**config.mk**
```make
export PLATFORM = sky130hd
export DESIGN_NAME = cdc_hs_tx
export DESIGN_NICKNAME = d
export VERILOG_FILES = /design/src/rtl/cdc_hs_tx.sv
export SDC_FILE = /design/constraint.sdc
export NUM_CORES = 1
export LEC_CHECK = 0
export CORE_MARGIN = 2
export CORE_UTILIZATION = 40
export DETAILED_ROUTE_END_ITERATION = 12
export GPL_TIMING_DRIVEN = 0
export PLACE_DENSITY = 0.79
export SYNTH_ARGS = -nofsm -noshare
export SYNTH_HDL_FRONTEND = slang
export SYNTH_SLANG_ARGS = --single-unit
```
**constraint.sdc**
```tcl
create_clock -name clk -period 1.5 [get_ports clk]
set_input_delay 0.15 -clock clk [delete_from_list [all_inputs] [get_ports clk]]
set_output_delay 0.15 -clock clk [all_outputs]
set_load 0.005 [all_outputs]
```
**src/rtl/cdc_hs_tx.sv**
```systemverilog
// -----------------------------------------------------------------------------
// cdc_hs_tx
// Source half of a toggle request/acknowledge clock-domain crossing for
// multi-bit words. A word is taken through a valid/ready handshake, held on
// data_out, and announced by toggling req_out. The next word is only taken once
// the receiver's acknowledge toggle (synchronised through two flops) matches
// the request phase again.
//
// Optional feature: define CDC_HS_TX_TIMEOUT_EN to add an acknowledge timeout.
// On expiry the block parks in ERROR with timeout_err set until rst_n.
//
// Parameters:
//   WIDTH           transferred word width
//   TIMEOUT_CYCLES  acknowledge timeout in clk cycles (timeout build only, >= 4)
//
// Ports:
//   clk, rst_n   clock, asynchronous active-low reset
//   in_valid     producer has a word
//   in_data      word to transfer
//   in_ready     block can accept a word (state == IDLE, not gated by inputs)
//   data_out     held word, routed to the receiver domain
//   req_out      request toggle
//   ack_in       acknowledge toggle from the receiver domain (asynchronous)
//   busy         1 while a transfer is outstanding
//   timeout_err  sticky acknowledge-timeout flag (0 unless timeout built in)
// -----------------------------------------------------------------------------
module cdc_hs_tx #(
   parameter int WIDTH          = 32,
   parameter int TIMEOUT_CYCLES = 1023
) (
   input  logic             clk,
   input  logic             rst_n,
   input  logic             in_valid,
   input  logic [WIDTH-1:0] in_data,
   output logic             in_ready,
   output logic [WIDTH-1:0] data_out,
   output logic             req_out,
   input  logic             ack_in,
   output logic             busy,
   output logic             timeout_err
);

`ifdef CDC_HS_TX_TIMEOUT_EN
   localparam int CNT_W = $clog2(TIMEOUT_CYCLES + 1);
   typedef enum logic [1:0] {IDLE = 2'd0, WAIT_ACK = 2'd1, ERROR = 2'd2} state_t;
`else
   typedef enum logic [0:0] {IDLE = 1'b0, WAIT_ACK = 1'b1} state_t;
`endif

   state_t           state, nxt_state;
   logic [WIDTH-1:0] nxt_data;
   logic             nxt_req;
   logic             nxt_busy;
   logic             ack_s1, ack_s2;

`ifdef CDC_HS_TX_TIMEOUT_EN
   logic [CNT_W-1:0] cnt, nxt_cnt;
   logic             err_q, nxt_err;
`endif

   // Two-flop synchroniser; only ack_s2 is used by the control logic.
   always_ff @(posedge clk or negedge rst_n) begin
      if (!rst_n) begin
         ack_s1 <= 1'b0;
         ack_s2 <= 1'b0;
      end else begin
         ack_s1 <= ack_in;
         ack_s2 <= ack_s1;
      end
   end

   always_ff @(posedge clk or negedge rst_n) begin
      if (!rst_n) begin
         state    <= IDLE;
         data_out <= '0;
         req_out  <= 1'b0;
         busy     <= 1'b0;
`ifdef CDC_HS_TX_TIMEOUT_EN
         cnt      <= '0;
         err_q    <= 1'b0;
`endif
      end else begin
         state    <= nxt_state;
         data_out <= nxt_data;
         req_out  <= nxt_req;
         busy     <= nxt_busy;
`ifdef CDC_HS_TX_TIMEOUT_EN
         cnt      <= nxt_cnt;
         err_q    <= nxt_err;
`endif
      end
   end

   always_comb begin
      nxt_state = state;
      nxt_data  = data_out;
      nxt_req   = req_out;
      nxt_busy  = busy;
`ifdef CDC_HS_TX_TIMEOUT_EN
      nxt_cnt   = cnt;
      nxt_err   = err_q;
`endif
      case (state)
         IDLE: begin
            if (in_valid) begin
               nxt_state = WAIT_ACK;
               nxt_data  = in_data;
               nxt_req   = ~req_out;
               nxt_busy  = 1'b1;
`ifdef CDC_HS_TX_TIMEOUT_EN
               nxt_cnt   = '0;
`endif
            end
         end
         WAIT_ACK: begin
            // Acknowledge is checked first so it wins over a coincident
            // terminal count.
            if (ack_s2 == req_out) begin
               nxt_state = IDLE;
               nxt_busy  = 1'b0;
            end
`ifdef CDC_HS_TX_TIMEOUT_EN
            // Terminal edge is the one on which the counter would reach
            // TIMEOUT_CYCLES, so the flag rises TIMEOUT_CYCLES edges after accept.
            else if (cnt == CNT_W'(TIMEOUT_CYCLES - 1)) begin
               nxt_state = ERROR;
               nxt_err   = 1'b1;
            end else begin
               nxt_cnt   = cnt + 1'b1;
            end
`endif
         end
`ifdef CDC_HS_TX_TIMEOUT_EN
         ERROR: ;  // left only through rst_n; busy stays high
`endif
         default: ;
      endcase
   end

   assign in_ready = (state == IDLE);

`ifdef CDC_HS_TX_TIMEOUT_EN
   assign timeout_err = err_q;
`else
   assign timeout_err = 1'b0;
`endif

endmodule

```
==> results of run 1 <==
[critical path, delay by kind of cell (launching register included)]
family	cells	cell delay [ns]
buffers and inverters	2	0.58
DFF	1	0.40
[logic make-up after synthesis]
logic type,count (synthesis)
compound gates,2
flops,37
other cells,1
mux,32
simple gates,2
xor+xnor,2
buf+inv,6
[final timing paths]
kind                       cells past startpoint   start            to  slack (ns)
max                                            2   state      in_ready        0.09
min                                            1  ack_in        ack_s1        0.31
max reg2reg                                    4   state  data_out[13]        0.19
min reg2reg                                    0  ack_s1        ack_s2        0.35
max in group asynchronous                      2   rst_n  data_out[28]        0.53
min in group asynchronous                      2   rst_n  data_out[12]        0.48
[flip-flops by register name, indices dropped and copies added, names as in the netlist]
name / cells
req_out: 1
ack_s2: 1
busy: 1
ack_s1: 1
data_out: 32
state: 1
[area by class of cell]
type | instances | area (um2)
Multi-Input combinational cell | 39 | 513
Clock inverter | 1 | 30.0
Sequential cell | 37 | 926
Inverter | 1 | 3.75
Timing Repair Buffer | 71 | 706
Tap cell | 48 | 60.1
Fill cell | 268 | 1260
Clock buffer | 7 | 86.3
Buffer | 5 | 73.8
[metal layers]
layer  share of wire [%]  vias to the layer above
met5                   0                        -
met2                  52                       40
met4                 2.4                        0
met3                 6.7                        5
li1                    -                      432
met1                  39                      466
[metrics by stage]
step | total power, uW | setup TNS [ns] | setup WS (ns) | cell area, um2 | std cells
after global placement | 3910 | -16.63 | -0.446 | 2280 | 200
after CTS | 4900 | 0 | 0.0610 | 2400 | 209
after floorplan | 2760 | 0 | 0.266 | 1520 | 82
after detailed placement | 4000 | -0.601 | -0.0346 | 2270 | 200
after global routing | 5120 | 0 | 0.0248 | 2400 | 209
final | 4830 | 0 | 0.0878 | 2400 | 209
[power groups by stage]
| stage | logic (uW) | clock network, uW | registers (uW) |
|---|---|---|---|
| 2_1_floorplan | 963 | 0 | 1790 |
| 3_3_place_gp | 2170 | 0 | 1740 |
| 3_5_place_dp | 2220 | 0 | 1780 |
| 4_1_cts | 2230 | 897 | 1770 |
| 5_1_grt | 2340 | 957 | 1820 |
| 6_report | 2200 | 869 | 1760 |
[cell usage in the layout, fill, tap and decap left out]
cell and count:
a211o_1 1, a21o_1 1, and2b_1 1, buf_12 2, buf_2 1, buf_4 1, buf_6 1, buf_8 1
bufinv_16 1, clkbuf_1 1, clkbuf_8 6, clkdlybuf4s50_1 69, conb_1 1, dfrtp_1 37, dlygate4sd3_1 1, inv_1 1
mux2_2 5, mux2_4 27, nor2b_1 1, xor2_1 2
[timing repair]
item / 4_1_cts / 5_1_grt
hold buffers: 1 / 0
resized for setup: 0 / 0
endpoints found under the hold margin: 37 / 0
==> reports/results.txt, run 1 <==
Setup crit start kind: flop
GRT met1 Usage: 19.1%
Simple-gate share of the synthesized area: 0.908%
CTS H-Tree Depth: 2
Total power density per cell area: 2010 mW/mm2
IO Pins: 72
Worst-path cell chain: inv_1 > clkdlybuf4s50_1
Max_cap viols: 0
Crit path time final: 1.41 ns
Final #Nets: 196
Ys Warns: 0
Worst setup EP type: output port
Initial antenna violation count: 0
Num rows: 22
Clk buf depth: 2
Dominant cells by area after synthesis: dfrtp_1, mux2_4, mux2_2
Min Hold Slack: 0.309 ns
Num CTS Buffers: 5
Cell Int Power: 3640 uW
Largest net degree at the start of global routing: 38
GRT Max-Usage Layer: met2
Starting DRT DRC Count: 40
Yosys top cell by area: dfrtp_1
Setup bufs post-CTS: 0
Clock network fraction of design power: 18.0%
EDFF count, synth: 0
CTS tree: yes
Antenna Cells: 0
Post-synthesis async set-or-reset flop share: 100%
Sequential element share of the synthesized area: 61.1%
Drt pass-1 iters: 4
Crit Path Max Fanout: 4
Most frequent cell after synthesis: dfrtp_1
Status: finished clean
Starting density of the core: 41.4%
Finished Core Util: 65.5%
Final slew viol count: 0
Distinct cells, synth: 14
DPL Wire Length: 2510 um
Met2 Resource Use GR: 30.6%
Compound-gate portion of the synthesized area: 1.07%
Hold WC Path Type: in2reg
Fraction of layout cells with a size suffix above 1: 28.0%
CTS root buf: clkbuf_8
Crit path DAT: 1.26 ns
Die Area: 0.00430 mm2
Vias in the first global route: 1063
Mapped Cells: 82
Detail Route Antenna Nets: 0
Hold violation count in the final report: 0
Post-synth top area share: 61.1%
Fin crit share: 94.1%
CP peak stage delay: 0.52 ns
Mapped Area: 0.00152 mm2
Global route overflow: 0
Area Growth Syn to Fin: 58.2%
Global-route wire length before repair: 5360 um
Die outline width: 65.6 um
Flops & latches, synth: 37
Sink Count: 37
Leak: 0.00106 uW
Met3 Usage GRT: 4.45%
Req. time, crit path: 1.35 ns
Sequential Power Share: 36.5%
Final Wtd Congestion: 0.759
DR vias: 943
Crit Path Class: reg2out
Clock transition at path regs: 0.07 ns
Largest family of logic cells by synthesized area: multiplexers
Aggregate routed wire length: 3280 um
P_sw: 1190 uW
Total track usage: 17.4%
Slew @ Worst Pin: 0.777 ns
Clk_lat worst skew: 0.28 ns
Post-synth net total: 118
Rel. slew slack: 48.2%
Peak Freq: 0.708 GHz
DR DRC count: 0
Sw frac: 24.7%
I/O Buffers: 70
WL/cell: 15.7 um
Most used DFF post-synth: dfrtp_1
Post-synthesis mux area share: 30.4%
Worst ir drop on vdd: 0.853 mV
Synth cell count leaders: dfrtp_1, mux2_4, mux2_2
Syn_area_per_cell: 18.5 um2
Gate power share: 45.5%
# setup viols final: 0
RSZ-0062 raised after global routing: no
Adder-Cell Fraction of Synth Area: 0%
Chip height: 65.6 um
Slowest CP cell: clkdlybuf4s50_1
Skew final: 0.00372 ns
XOR/XNOR Fraction of Synth Area: 1.16%
Vias/cell: 4.51
Area of the core: 0.00366 mm2
(Power assumes the default switching activity.)
==> run 2, diff against run 1 <==
CORE_UTILIZATION = 50   (was 40)
DONT_BUFFER_PORTS = 1   (was unset)
PLACE_DENSITY = unset   (was 0.79)
==> run 2 against run 1 <==
  * Clock skew up 0.0060 ns
  * Sequential share of layout area grew 8.4 points
  * Die area fell by 19%
  * Critical path type is now reg2reg
  * Critical endpoint is now data_out[17]
  * Largest cell class unchanged
  * Highest routed layer unchanged
==> reports/results.txt, run 2 (synthesized netlist as in run 1, its figures left out) <==
Worst-path cell chain: nor2b_1 > buf_6 > buf_8 > mux2_4 (was inv_1 > clkdlybuf4s50_1)
WL/cell: 16.5 um (was 15.7 um)
I/O Buffers: 0 (was 70)
Total track usage: 15.6% (was 17.4%)
Aggregate routed wire length: 2550 um (was 3280 um)
Final Wtd Congestion: 0.561 (was 0.759)
DR vias: 803 (was 943)
Most flops, register: data_out (unchanged)
Starting density of the core: 53.6% (was 41.4%)
Vias in the first global route: 875 (was 1063)
Hold WC Path Type: in2async (was in2reg)
Vias/cell: 5.18 (was 4.51)
Worst setup EP type: flop (was output port)
Starting DRT DRC Count: 22 (was 40)
Detail Route Antenna Nets: 0 (unchanged)
Num rows: 19 (was 22)
Crit path DAT: 1.53 ns (was 1.26 ns)
Max_cap viols: 0 (unchanged)
Setup crit start kind: flop (unchanged)
Hold violation count in the final report: 0 (unchanged)
Final #Nets: 160 (was 196)
Sequential Power Share: 53.4% (was 36.5%)
Crit Path Max Fanout: 10 (was 4)
CTS Hold Buffers Added: 35 (was 1)
Die Area: 0.00349 mm2 (was 0.00430 mm2)
Min Hold Slack: 0.275 ns (was 0.309 ns)
Total power density per cell area: 1790 mW/mm2 (was 2010 mW/mm2)
Dpl cell area: 0.00156 mm2 (was 0.00227 mm2)
CP peak stage delay: 0.42 ns (was 0.52 ns)
Fill count: 189 (was 268)
Clk_lat worst skew: 0.33 ns (was 0.28 ns)
Finished Cell Area: 0.00197 mm2 (was 0.00240 mm2)
# setup viols final: 0 (unchanged)
Sink Count: 37 (unchanged)
Initial antenna violation count: 0 (unchanged)
Post-CTS sizing: 0 (unchanged)
CTS H-Tree Depth: 2 (unchanged)
Commonest cells after routing, fill and taps aside: dfrtp_1, dlygate4sd3_1, mux2_4 (was clkdlybuf4s50_1, dfrtp_1, mux2_4)
CTS root buf: clkbuf_4 (was clkbuf_8)
Max FFs per register: 32 (unchanged)
Setup TNS: 0 ns (unchanged)
Die outline width: 59.1 um (was 65.6 um)
Area of the core: 0.00283 mm2 (was 0.00366 mm2)
Slowest CP cell: dfrtp_1 (was clkdlybuf4s50_1)
CTS tree: yes (unchanged)
Gate power share: 32.0% (was 45.5%)
Clk buf depth: 2 (unchanged)
Req. time, crit path: 1.71 ns (was 1.35 ns)
Chip height: 59.1 um (was 65.6 um)
Area Growth Syn to Fin: 30.0% (was 58.2%)
Skew final: 0.00972 ns (was 0.00372 ns)
Antenna Cells: 0 (unchanged)
Clock transition at path regs: 0.11 ns (was 0.07 ns)
Drt pass-1 iters: 4 (unchanged)
Sw frac: 28.6% (was 24.7%)
Largest net degree at the start of global routing: 38 (unchanged)
Crit path time final: 1.32 ns (was 1.41 ns)
P_sw: 1010 uW (was 1190 uW)
Status: finished clean (unchanged)
Worst ir drop on vdd: 0.985 mV (was 0.853 mV)
Fraction of layout cells with a size suffix above 1: 35.5% (was 28.0%)
DR DRC count: 0 (unchanged)
DPL Wire Length: 1550 um (was 2510 um)
Global-route wire length before repair: 3930 um (was 5360 um)
Fin crit share: 88.0% (was 94.1%)
Clock network fraction of design power: 14.5% (was 18.0%)
Crit Path Class: reg2reg (was reg2out)
Cell Int Power: 2520 uW (was 3640 uW)
Num CTS Buffers: 5 (unchanged)
Setup bufs post-CTS: 0 (unchanged)
IO Pins: 72 (unchanged)
Global route overflow: 0 (unchanged)
Leak: 0.000909 uW (was 0.00106 uW)
Peak Freq: 0.758 GHz (was 0.708 GHz)
Final slew viol count: 0 (unchanged)
RSZ-0062 raised after global routing: no (unchanged)
Commonest non-fill, non-tap cell in the layout: dfrtp_1 (was clkdlybuf4s50_1)
run 2: changes by cell type in the layout (fill, tap and decap cells not counted):
cell,change
clkbuf_8,-5
buf_12,+1
dlygate4sd3_1,+33
clkdlybuf4s50_1,-69
clkbuf_4,+5
buf_2,-1
bufinv_16,-1
run 2: layout make-up:
cell class,instances,area [um2],share of cell area (%)
clock buffer,7,55.1,2.79
buffer,5,73.8,3.75
timing repair buffer,35,360,18.3
tap,31,38.8,1.97
multi-input combinational,39,513,26.0
inverter,1,3.75,0.190
sequential,37,926,47.0
run 2: final timing paths:
path                          start            to  slack, ns  cells past startpoint
setup / recovery              state  data_out[17]       0.18                      4
hold / removal                rst_n   data_out[2]       0.28                      2
setup reg to reg              state  data_out[17]       0.18                      4
hold reg to reg              ack_s1        ack_s2       0.36                      0
max in group asynchronous     rst_n  data_out[14]       1.03                      2
min in group clk           in_valid  data_out[31]       0.32                      3
run 2: stage by stage:
stage / instances / setup WS (ns) / power (uW) / utilization, %
detailed placement: 113 / 0.181 / 2940 / 55.0
floorplan: 82 / 0.266 / 2760 / -
global route: 155 / 0.0684 / 3750 / 69.7
finish: 155 / 0.180 / 3520 / 69.7
CTS: 155 / 0.154 / 3560 / 69.7
global placement: 113 / 0.208 / 2920 / 55.0
run 2: critical path: cells and delay by family, from the launching register on:
family	cells	cell delay [ns]
DFF	1	0.42
buffers and inverters	2	0.33
muxes	1	0.30
and+or+nand+nor	1	0.15
run 2: power by group through the flow:
stage                     sequential [uW]  clock (uW)  combinational [uW]
after detailed placement             1900           0                1040
final                                1880         512                1130
after global routing                 1950         585                1210
after global placement               1900           0                1020
after floorplan                      1790           0                 963
after CTS                            1890         528                1140
run 2: layer usage:
| layer | up-vias | track usage [%] | wire, um |
|---|---|---|---|
| li1 | 356 | - | - |
| met3 | 6 | 9.17 | 279 |
| met4 | 0 | 5.84 | 29 |
| met5 | - | 0 | 0 |
| met2 | 57 | 24.8 | 1210 |
| met1 | 384 | 17.2 | 1040 |
==> run 3, diff against run 2 <==
CAP_MARGIN = 0   (was unset)
clock period = 1.63 ns   (was 1.5 ns; I/O delays follow)
==> results of run 3 <==
The final DEF is identical to that of run 2. Status: finished clean.
Among the figures that moved: setup slack after placement 0.181 ns -> 0.311 ns; setup slack after layout 0.180 ns -> 0.310 ns; hold slack 0.275 ns -> 0.288 ns; register-to-register setup slack 0.18 ns -> 0.31 ns; total power 3520 uW -> 3240 uW; worst IR drop on VDD 0.985 mV -> 0.906 mV
